==> src/rtl/fetch_pkg.sv <==
// Shared types and constants for the fetch PC sequencer.
// Defines the sequencer state encoding, reset PC default and PC step.
// Helper function flags fetch addresses that are not word aligned.
package fetch_pkg;

  typedef enum logic [2:0] {
    IDLE = 3'd0,
    REQ  = 3'd1,
    WAIT = 3'd2,
    HOLD = 3'd3,
    TRAP = 3'd4
  } fetch_state_t;

  localparam logic [31:0] RESET_PC_DEFAULT = 32'h0000_0000;
  localparam logic [31:0] PC_INCR          = 32'd4;
  localparam logic [31:0] PC_ALIGN_MASK    = 32'hFFFF_FFFC;

  // True when an instruction address is not 4-byte aligned
  function automatic logic is_misaligned(input logic [31:0] addr);
    return addr[1:0] != 2'b00;
  endfunction

endpackage

==> src/rtl/fetch_out_reg.sv <==
// Holding register for the instruction handed to decode (if_valid/if_pc/if_instr).
// Latency: data visible the cycle after load; clears valid the cycle after flush.
// Backpressure: contents held stable while if_valid && !if_ready.
module fetch_out_reg #(
  parameter int XLEN = 32
) (
  input  logic            clk,
  input  logic            reset,
  input  logic            load,
  input  logic [XLEN-1:0] load_pc,
  input  logic [XLEN-1:0] load_instr,
  input  logic            flush,
  input  logic            if_ready,
  output logic            if_valid,
  output logic [XLEN-1:0] if_pc,
  output logic [XLEN-1:0] if_instr
);

  // Valid flag: flush beats load, load beats consumption by decode
  always_ff @(posedge clk) begin
    if (reset) begin
      if_valid <= 1'b0;
    end else if (flush) begin
      if_valid <= 1'b0;
    end else if (load) begin
      if_valid <= 1'b1;
    end else if (if_valid && if_ready) begin
      if_valid <= 1'b0;
    end
  end

  // Payload: only written on load so it stays stable while stalled
  always_ff @(posedge clk) begin
    if (reset) begin
      if_pc    <= '0;
      if_instr <= '0;
    end else if (load) begin
      if_pc    <= load_pc;
      if_instr <= load_instr;
    end
  end

endmodule

==> src/rtl/fetch_pc_sequencer.sv <==
// Fetch PC owner: one outstanding imem request, response forwarded to decode; redirects squash in-flight data.
// Latency: request the cycle after IDLE/HOLD exit, decode output the cycle after the imem response.
// Backpressure: imem addr held while !imem_req_ready; no new fetch while decode holds if_valid && !if_ready.
// Optional feature macro: FETCH_MISALIGN_TRAP_EN (misaligned redirect traps instead of fetching).
module fetch_pc_sequencer
  import fetch_pkg::*;
#(
  parameter int              XLEN     = 32,
  parameter logic [XLEN-1:0] RESET_PC = RESET_PC_DEFAULT
) (
  input  logic            clk,
  input  logic            reset,
  input  logic            redirect_valid,
  input  logic [XLEN-1:0] redirect_pc,
  output logic            imem_req_valid,
  input  logic            imem_req_ready,
  output logic [XLEN-1:0] imem_req_addr,
  input  logic            imem_rsp_valid,
  input  logic [XLEN-1:0] imem_rsp_data,
  output logic            if_valid,
  input  logic            if_ready,
  output logic [XLEN-1:0] if_pc,
  output logic [XLEN-1:0] if_instr
`ifdef FETCH_MISALIGN_TRAP_EN
  ,
  output logic            misalign_trap,
  output logic [XLEN-1:0] misalign_addr
`endif
);

  fetch_state_t    state;
  fetch_state_t    next_state;
  logic [XLEN-1:0] pc;
  logic [XLEN-1:0] req_pc;
  logic            drop;
  logic            drop_next;
  logic            req_hs;
  logic            out_load;
  logic            out_flush;
  logic [XLEN-1:0] redirect_tgt;
  logic            redirect_bad;

`ifdef FETCH_MISALIGN_TRAP_EN
  assign redirect_tgt = redirect_pc;
  assign redirect_bad = redirect_valid && is_misaligned(redirect_pc);
`else
  // Without the trap, low address bits of a redirect are simply ignored
  assign redirect_tgt = redirect_pc & PC_ALIGN_MASK;
  assign redirect_bad = 1'b0;
`endif

  assign req_hs        = imem_req_valid && imem_req_ready;
  assign imem_req_addr = pc;

  // State register
  always_ff @(posedge clk) begin
    if (reset) begin
      state <= IDLE;
    end else begin
      state <= next_state;
    end
  end

  // Next-state logic; a redirect overrides the normal flow
  always_comb begin
    next_state = state;
    case (state)
      IDLE:    next_state = REQ;
      REQ:     if (req_hs) next_state = WAIT;
      WAIT:    if (imem_rsp_valid) next_state = drop ? REQ : HOLD;
      HOLD:    if (if_ready) next_state = REQ;
      TRAP:    next_state = TRAP;
      default: next_state = IDLE;
    endcase
    if (redirect_valid) begin
      if (redirect_bad) begin
        next_state = TRAP;
      end else begin
        case (state)
          REQ:     next_state = req_hs ? WAIT : REQ;
          WAIT:    next_state = imem_rsp_valid ? REQ : WAIT;
          // A squashed response may still be owed; absorb it in WAIT first
          TRAP:    next_state = (drop && !imem_rsp_valid) ? WAIT : REQ;
          default: next_state = REQ;
        endcase
      end
    end
  end

  // Outputs decoded from the current state
  always_comb begin
    imem_req_valid = (state == REQ);
    out_load       = (state == WAIT) && imem_rsp_valid && !drop && !redirect_valid;
    out_flush      = redirect_valid;
  end

  // Drop flag: at most one squashed response is ever owed
  always_comb begin
    drop_next = drop;
    if (imem_rsp_valid && (state == WAIT || state == TRAP)) begin
      drop_next = 1'b0;
    end
    if (redirect_valid &&
        ((state == REQ && req_hs) || (state == WAIT && !imem_rsp_valid))) begin
      drop_next = 1'b1;
    end
  end

  // PC, address of the request in flight, and drop flag
  always_ff @(posedge clk) begin
    if (reset) begin
      pc     <= RESET_PC;
      req_pc <= '0;
      drop   <= 1'b0;
    end else begin
      if (redirect_valid) begin
        pc <= redirect_tgt;
      end else if (req_hs) begin
        pc <= pc + PC_INCR;
      end
      if (req_hs) begin
        req_pc <= pc;
      end
      drop <= drop_next;
    end
  end

`ifdef FETCH_MISALIGN_TRAP_EN
  // Trap report: set by a misaligned redirect, cleared by the next good one
  always_ff @(posedge clk) begin
    if (reset) begin
      misalign_trap <= 1'b0;
      misalign_addr <= '0;
    end else if (redirect_valid) begin
      misalign_trap <= redirect_bad;
      misalign_addr <= redirect_bad ? redirect_pc : '0;
    end
  end
`endif

  fetch_out_reg #(
    .XLEN(XLEN)
  ) u_out_reg (
    .clk       (clk),
    .reset     (reset),
    .load      (out_load),
    .load_pc   (req_pc),
    .load_instr(imem_rsp_data),
    .flush     (out_flush),
    .if_ready  (if_ready),
    .if_valid  (if_valid),
    .if_pc     (if_pc),
    .if_instr  (if_instr)
  );

endmodule

==> config.mk <==
export PLATFORM = sky130hd
export DESIGN_NAME = fetch_pc_sequencer
export DESIGN_NICKNAME = d
export VERILOG_FILES = /design/src/rtl/fetch_pkg.sv /design/src/rtl/fetch_out_reg.sv /design/src/rtl/fetch_pc_sequencer.sv
export SDC_FILE = /design/constraint.sdc
export NUM_CORES = 1
export LEC_CHECK = 0
export CAP_MARGIN = 20
export CORE_ASPECT_RATIO = 0.6
export CORE_UTILIZATION = 35
export DETAILED_ROUTE_END_ITERATION = 8
export DONT_BUFFER_PORTS = 1
export PLACE_DENSITY = 0.58
export REMOVE_ABC_BUFFERS = 1
export SETUP_SLACK_MARGIN = 0.3
export SYNTH_ARGS = -nofsm -noshare
export SYNTH_HDL_FRONTEND = slang
export SYNTH_SLANG_ARGS = --single-unit
==> constraint.sdc <==
create_clock -name clk -period 2.5 [get_ports clk]
set_input_delay 0.5 -clock clk [delete_from_list [all_inputs] [get_ports clk]]
set_output_delay 0.5 -clock clk [all_outputs]
set_load 0.1 [all_outputs]
Word-level counts from Yosys, hierarchy flattened
Index checks and enable logic that the tools add are counted.
{"block": "word_totals", "regBits": 133, "in_bits": 70, "output_inout_bits": 98, "elab_cells": 53}
{"block": "op_classes", "addsub": 1, "n_eq_ne": 7, "mux": 16, "n_reduce_logical": 21}
{"cell": "32-bit two-way mux", "count": 2}
{"cell": "32-bit by 3-bit adder with 32-bit output (second input constant)", "count": 1}
{"cell": "3-bit case mux with 5 select lines", "count": 1}
{"cell": "3-bit two-way mux", "count": 4}
{"cell": "1-bit logical AND", "count": 10}
{"cell": "2-bit two-way mux", "count": 4}
{"cell": "3-bit by 2-bit equality test with 1-bit output (second input constant)", "count": 2}
{"cell": "3-bit inequality test (second input constant)", "count": 2}
{"cell": "2-bit case mux with 3 select lines", "count": 1}
{"cell": "2-bit nonzero test", "count": 3}
{"cell": "1-bit two-way mux", "count": 4}
{"cell": "3-bit by 1-bit equality test with 1-bit output (second input constant)", "count": 1}
{"cell": "3-bit equality test (second input constant)", "count": 1}
{"cell": "1-bit logical NOT", "count": 3}
{"cell": "3-bit logical NOT", "count": 1}
{"cell": "3-bit by 2-bit inequality test with 1-bit output (second input constant)", "count": 1}
{"cell": "3-bit AND reduction", "count": 1}
{"cell": "1-bit logical OR", "count": 2}
{"cell": "2-bit OR reduction", "count": 1}

Depth between registers and ports, before layout
{"block": "depth", "word_depth": 6, "mapped_depth": 7}

Cells and area by module
Synthesis repeated with hierarchy kept, for this count alone.
{"block": "unflattened", "hier_cells": 598, "hier_area_um2": 5408.9}
{"mod": "fetch_pc_sequencer", "instances": 1, "cells_each": 388, "area_each_um2": 3088.0, "seq_area_each_um2": 1281.2}
{"mod": "fetch_out_reg", "instances": 1, "cells_each": 210, "area_each_um2": 2321.0, "seq_area_each_um2": 1301.2}

Worst setup path after synthesis
Ideal clock, no wire load.
{"block": "synth_timing", "path_kind": "flip-flop to flip-flop", "from": "register pc[2] (netlist: imem_req_addr[2])", "to": "register pc[14] (netlist: imem_req_addr[14])", "setup_ps": 67, "arrival_time_ps": 2611, "path_slack_ps": -178, "stages_incl_launch_ff": 8, "path_buffers": 1, "synth_period_minus_slack_ps": 2678, "cell_sequence": "dfxtp_1 > ha_1 > inv_1 > or4_1 > clkbuf_2 > or3_1 > a21o_1 > a21oi_2"}
{"block": "synth_between", "elab_chain_cells": 3}
{"item": "from (decl)", "line": "fetch_pc_sequencer.sv:33", "text": "logic [XLEN-1:0] pc;"}
{"item": "from (signal assigned)", "line": "fetch_pc_sequencer.sv:117", "text": "pc <= redirect_tgt;"}
{"item": "from (signal assigned)", "line": "fetch_pc_sequencer.sv:119", "text": "pc <= pc + PC_INCR;"}
{"item": "32-bit by 3-bit adder with 32-bit output", "line": "fetch_pc_sequencer.sv:119"}
{"item": "32-bit two-way mux", "line": "fetch_pc_sequencer.sv:118", "text": "end else if (req_hs) begin"}
{"item": "32-bit two-way mux", "line": "fetch_pc_sequencer.sv:116", "text": "if (redirect_valid) begin"}
No other way between the ends. The select of a mux whose other input is x is not followed.
A chain may end at the register's enable or synchronous reset.

Worst setup path in the final report
{"block": "layout_timing", "from": "register state[2]", "to": "register pc[14] (netlist: imem_req_addr[14])"}
{"block": "layout_between", "elab_chain_cells": 3}
{"item": "from (decl)", "line": "fetch_pc_sequencer.sv:31", "text": "fetch_state_t state;"}
{"item": "from (signal assigned)", "line": "fetch_pc_sequencer.sv:60", "text": "state <= next_state;"}
{"item": "3-bit by 1-bit equality test with 1-bit output", "line": "fetch_pc_sequencer.sv:92", "text": "imem_req_valid = (state == REQ);"}
{"item": "1-bit logical AND", "line": "fetch_pc_sequencer.sv:52", "text": "assign req_hs = imem_req_valid && imem_req_ready;"}
{"item": "2-bit nonzero test (no source line)"}
No other way between the ends.

==> metrics.txt <==
status=finished clean; average size of a mapped cell=7.71 um2; fraction of layout cells with a size suffix above 1=0.189; Total Routed Length=14500 um; leftover overflow at the end of global routing=0; number of distinct library cells after synthesis=41; standard-cell rows=34; worst-margin pin slew=0.504 ns; clock skew=0.00571 ns; total clock buffers created by CTS=17; count of final setup violators=0; effective utilization at floorplan=0.361; DIE AREA=0.0155 mm2; peak fanout along the critical path=11; hold crit path type=primary input to register; vias per cell=4.95; most common cell in the netlist=sky130_fd_sc_hd__nand2_1; final-report max-slew violation count=0; total routing resource utilization after global routing=0.192; number of buffers added for setup after CTS=0; diode insertion count for antenna repair=0; total I/O pin count=168; worst hold path cell count=1; largest area contributor in the netlist=sky130_fd_sc_hd__dfxtp_1; Synthesis Warnings=0; number of vias after detailed routing=4771; instance count of the mapped netlist=681; hold worst-path end=imem_req_addr[2]; Area Growth Syn to Fin=26.6%; synth top area cells=sky130_fd_sc_hd__dfxtp_1 48%, sky130_fd_sc_hd__nand2_1 14%, sky130_fd_sc_hd__a21oi_1 11%; Cell Count, Final, Fillers Out=964; end of the worst register-to-register path=imem_req_addr[14]; number of buffers on the longest clock path=2; leading post-synthesis cells by instance count=201 x sky130_fd_sc_hd__nand2_1, 127 x sky130_fd_sc_hd__dfxtp_1, 117 x sky130_fd_sc_hd__a21oi_1, 42 x sky130_fd_sc_hd__clkbuf_1, 27 x sky130_fd_sc_hd__nor2_1; count of placed standard cells including taps=932; Worst R2R Start=state[2]; Max H-tree Level=4; total core area=0.0145 mm2; sequential-to-total area share from yosys stat=0.484; average wire per cell in the routed design=15.0 um; highest attainable clock frequency=469 MHz; flip-flop and latch count after synthesis=127; required time at the worst-slack endpoint=2.84 ns; prevailing post-synth register cell=sky130_fd_sc_hd__dfxtp_1; sinks on the clock net=127; number of cell instances on the worst register-to-register path=5; net count of the finished layout=824; maximum number of pins on one net before global-route repair=129; share of synthesized registers carrying an async set or reset=0; type of element capturing the critical path=register; cell area after layout=0.00665 mm2; top-area cell type share of the netlist area=0.484; height of the chip=96.9 um; DRT antenna net count=0; minimum setup slack among reg-to-reg paths=0.37 ns; Post-Route Setup TNS=0 ns; category of the worst setup path launch point=register; total cell area at the placement stage=0.00609 mm2; count of flip-flops with a built-in enable after synthesis=0; count of endpoints failing hold in the final timing report=0; remaining max-slew budget at the tightest pin=0.661; number of antenna violations at the first check in global routing=0; Port Buf Inserts=0; Final HPWL DP=9850 um; leakage power total=2.54 nW; post-route minimum period=2.13 ns; Cell Area, Synth=0.00525 mm2; first-pass detailed-route iteration total=7; DIE WIDTH=160 um; setup repair after global routing missed its margin=no; final worst-path cycle share=0.853; Final Util=0.457; Power Density=767 mW/mm2; clock edge transition at the registers on the reported setup and hold paths=0.06 ns; DRC violations left=0; max-cap violations=0; maximum VDD drop=0.415 mV; CTS tree=done; wire length of the first global-routing pass=23600 um; CTS hold repair buffers=0; CP Class=register to register; clock latency of the later-clocked register in the worst-skew pair=0.41 ns; root buffer cell=sky130_fd_sc_hd__clkbuf_16; global placement routability congestion=0.815; hold path start=reset; violation count after the first detailed-routing iteration=316; data arrival at the endpoint of the critical path=2.47 ns; number of global-route vias before repair=4557
worst max path at each step:
stage	start	to	slack [ns]
after floorplan	state[0]	imem_req_addr[30]	-1.49
after global placement	state[2]	imem_req_addr[14]	0.39
after detailed placement	state[0]	imem_req_addr[14]	0.31
after CTS	state[0]	imem_req_addr[14]	0.31
final	state[2]	imem_req_addr[14]	0.37
after global routing	state[2]	imem_req_addr[24]	0.34
registers in the layout, summed over array words and instances (netlist names):
register / cells
u_out_reg.if_instr: 32
imem_req_addr: 30
req_pc: 30
u_out_reg.if_pc: 30
state: 3
drop: 1
u_out_reg.if_valid: 1
metrics by stage:
stage	worst slack (ns)	power (W)	hold slack, ns
global placement	0.390	0.00282	0.436
floorplan	-1.49	0.00269	0.426
finish	0.367	0.00510	0.158
global route	0.340	0.00532	0.131
detailed placement	0.308	0.00284	0.439
CTS	0.306	0.00516	0.139
critical path, cell delays in order, from the launching register on:
cell	delay [ns]
sky130_fd_sc_hd__dfxtp_1	0.45
sky130_fd_sc_hd__nand4bb_2	0.37
sky130_fd_sc_hd__or4_4	0.58
sky130_fd_sc_hd__or3_1	0.35
sky130_fd_sc_hd__a21o_1	0.20
sky130_fd_sc_hd__a21oi_2	0.12
cell usage in the layout, fill, tap and decap left out, types with 10 or more instances in the layout:
cell	count
sky130_fd_sc_hd__dfxtp_1	126
sky130_fd_sc_hd__inv_1	21
sky130_fd_sc_hd__xor2_1	10
sky130_fd_sc_hd__xnor2_1	19
sky130_fd_sc_hd__nand2_1	201
sky130_fd_sc_hd__clkbuf_16	17
sky130_fd_sc_hd__nor4_1	11
sky130_fd_sc_hd__a21oi_1	117
sky130_fd_sc_hd__o21a_1	18
sky130_fd_sc_hd__buf_4	103
sky130_fd_sc_hd__nand4_1	10
sky130_fd_sc_hd__nor2_1	26
sky130_fd_sc_hd__nand3_1	13
area by class of cell:
| cell class | instances | area (um2) |
|---|---|---|
| clock inverters | 14 | 119 |
| fillers | 1451 | 7900 |
| repair buffers | 103 | 773 |
| inverters | 21 | 78.8 |
| flip-flops and latches | 127 | 2540 |
| clock buffers | 18 | 429 |
| multi-input cells | 483 | 2450 |
| well taps | 198 | 248 |
repair_timing:
| action | CTS | global route |
|---|---|---|
| setup endpoints to repair | 0 | 6 |
| hold endpoints to repair | 0 | 0 |
| gates resized for setup | 0 | 2 |
power breakdown:
group	leakage, nW	internal [W]	switching [W]
logic	1.25	0.000149	0.000520
clock network	0.258	0.00136	0.000944
registers	1.03	0.00208	0.0000408
total	2.54	0.00359	0.00150
logic make-up (layout without fill, tap and decap cells):
kind of cell / count (synthesis) / after routing / share of synthesized area
compound gates: 148 / 148 / 0.155
simple gates: 296 / 296 / 0.244
buf+inv: 74 / 156 / 0.0567
mux: 5 / 5 / 0.00953
other cells: 1 / 4 / 0.000714
flops: 127 / 127 / 0.484
xor+xnor: 29 / 29 / 0.0484
fa+ha+maj: 1 / 1 / 0.00238
layer usage:
| metal | vias up | GRT usage | wire length, um |
|---|---|---|---|
| met3 | 19 | 0.0725 | 1340 |
| met5 | - | 0 | 0 |
| met4 | 0 | 0.0667 | 181 |
| met1 | 2175 | 0.256 | 6890 |
| met2 | 183 | 0.282 | 6080 |
| li1 | 2394 | - | - |
(Power assumes the default switching activity.)
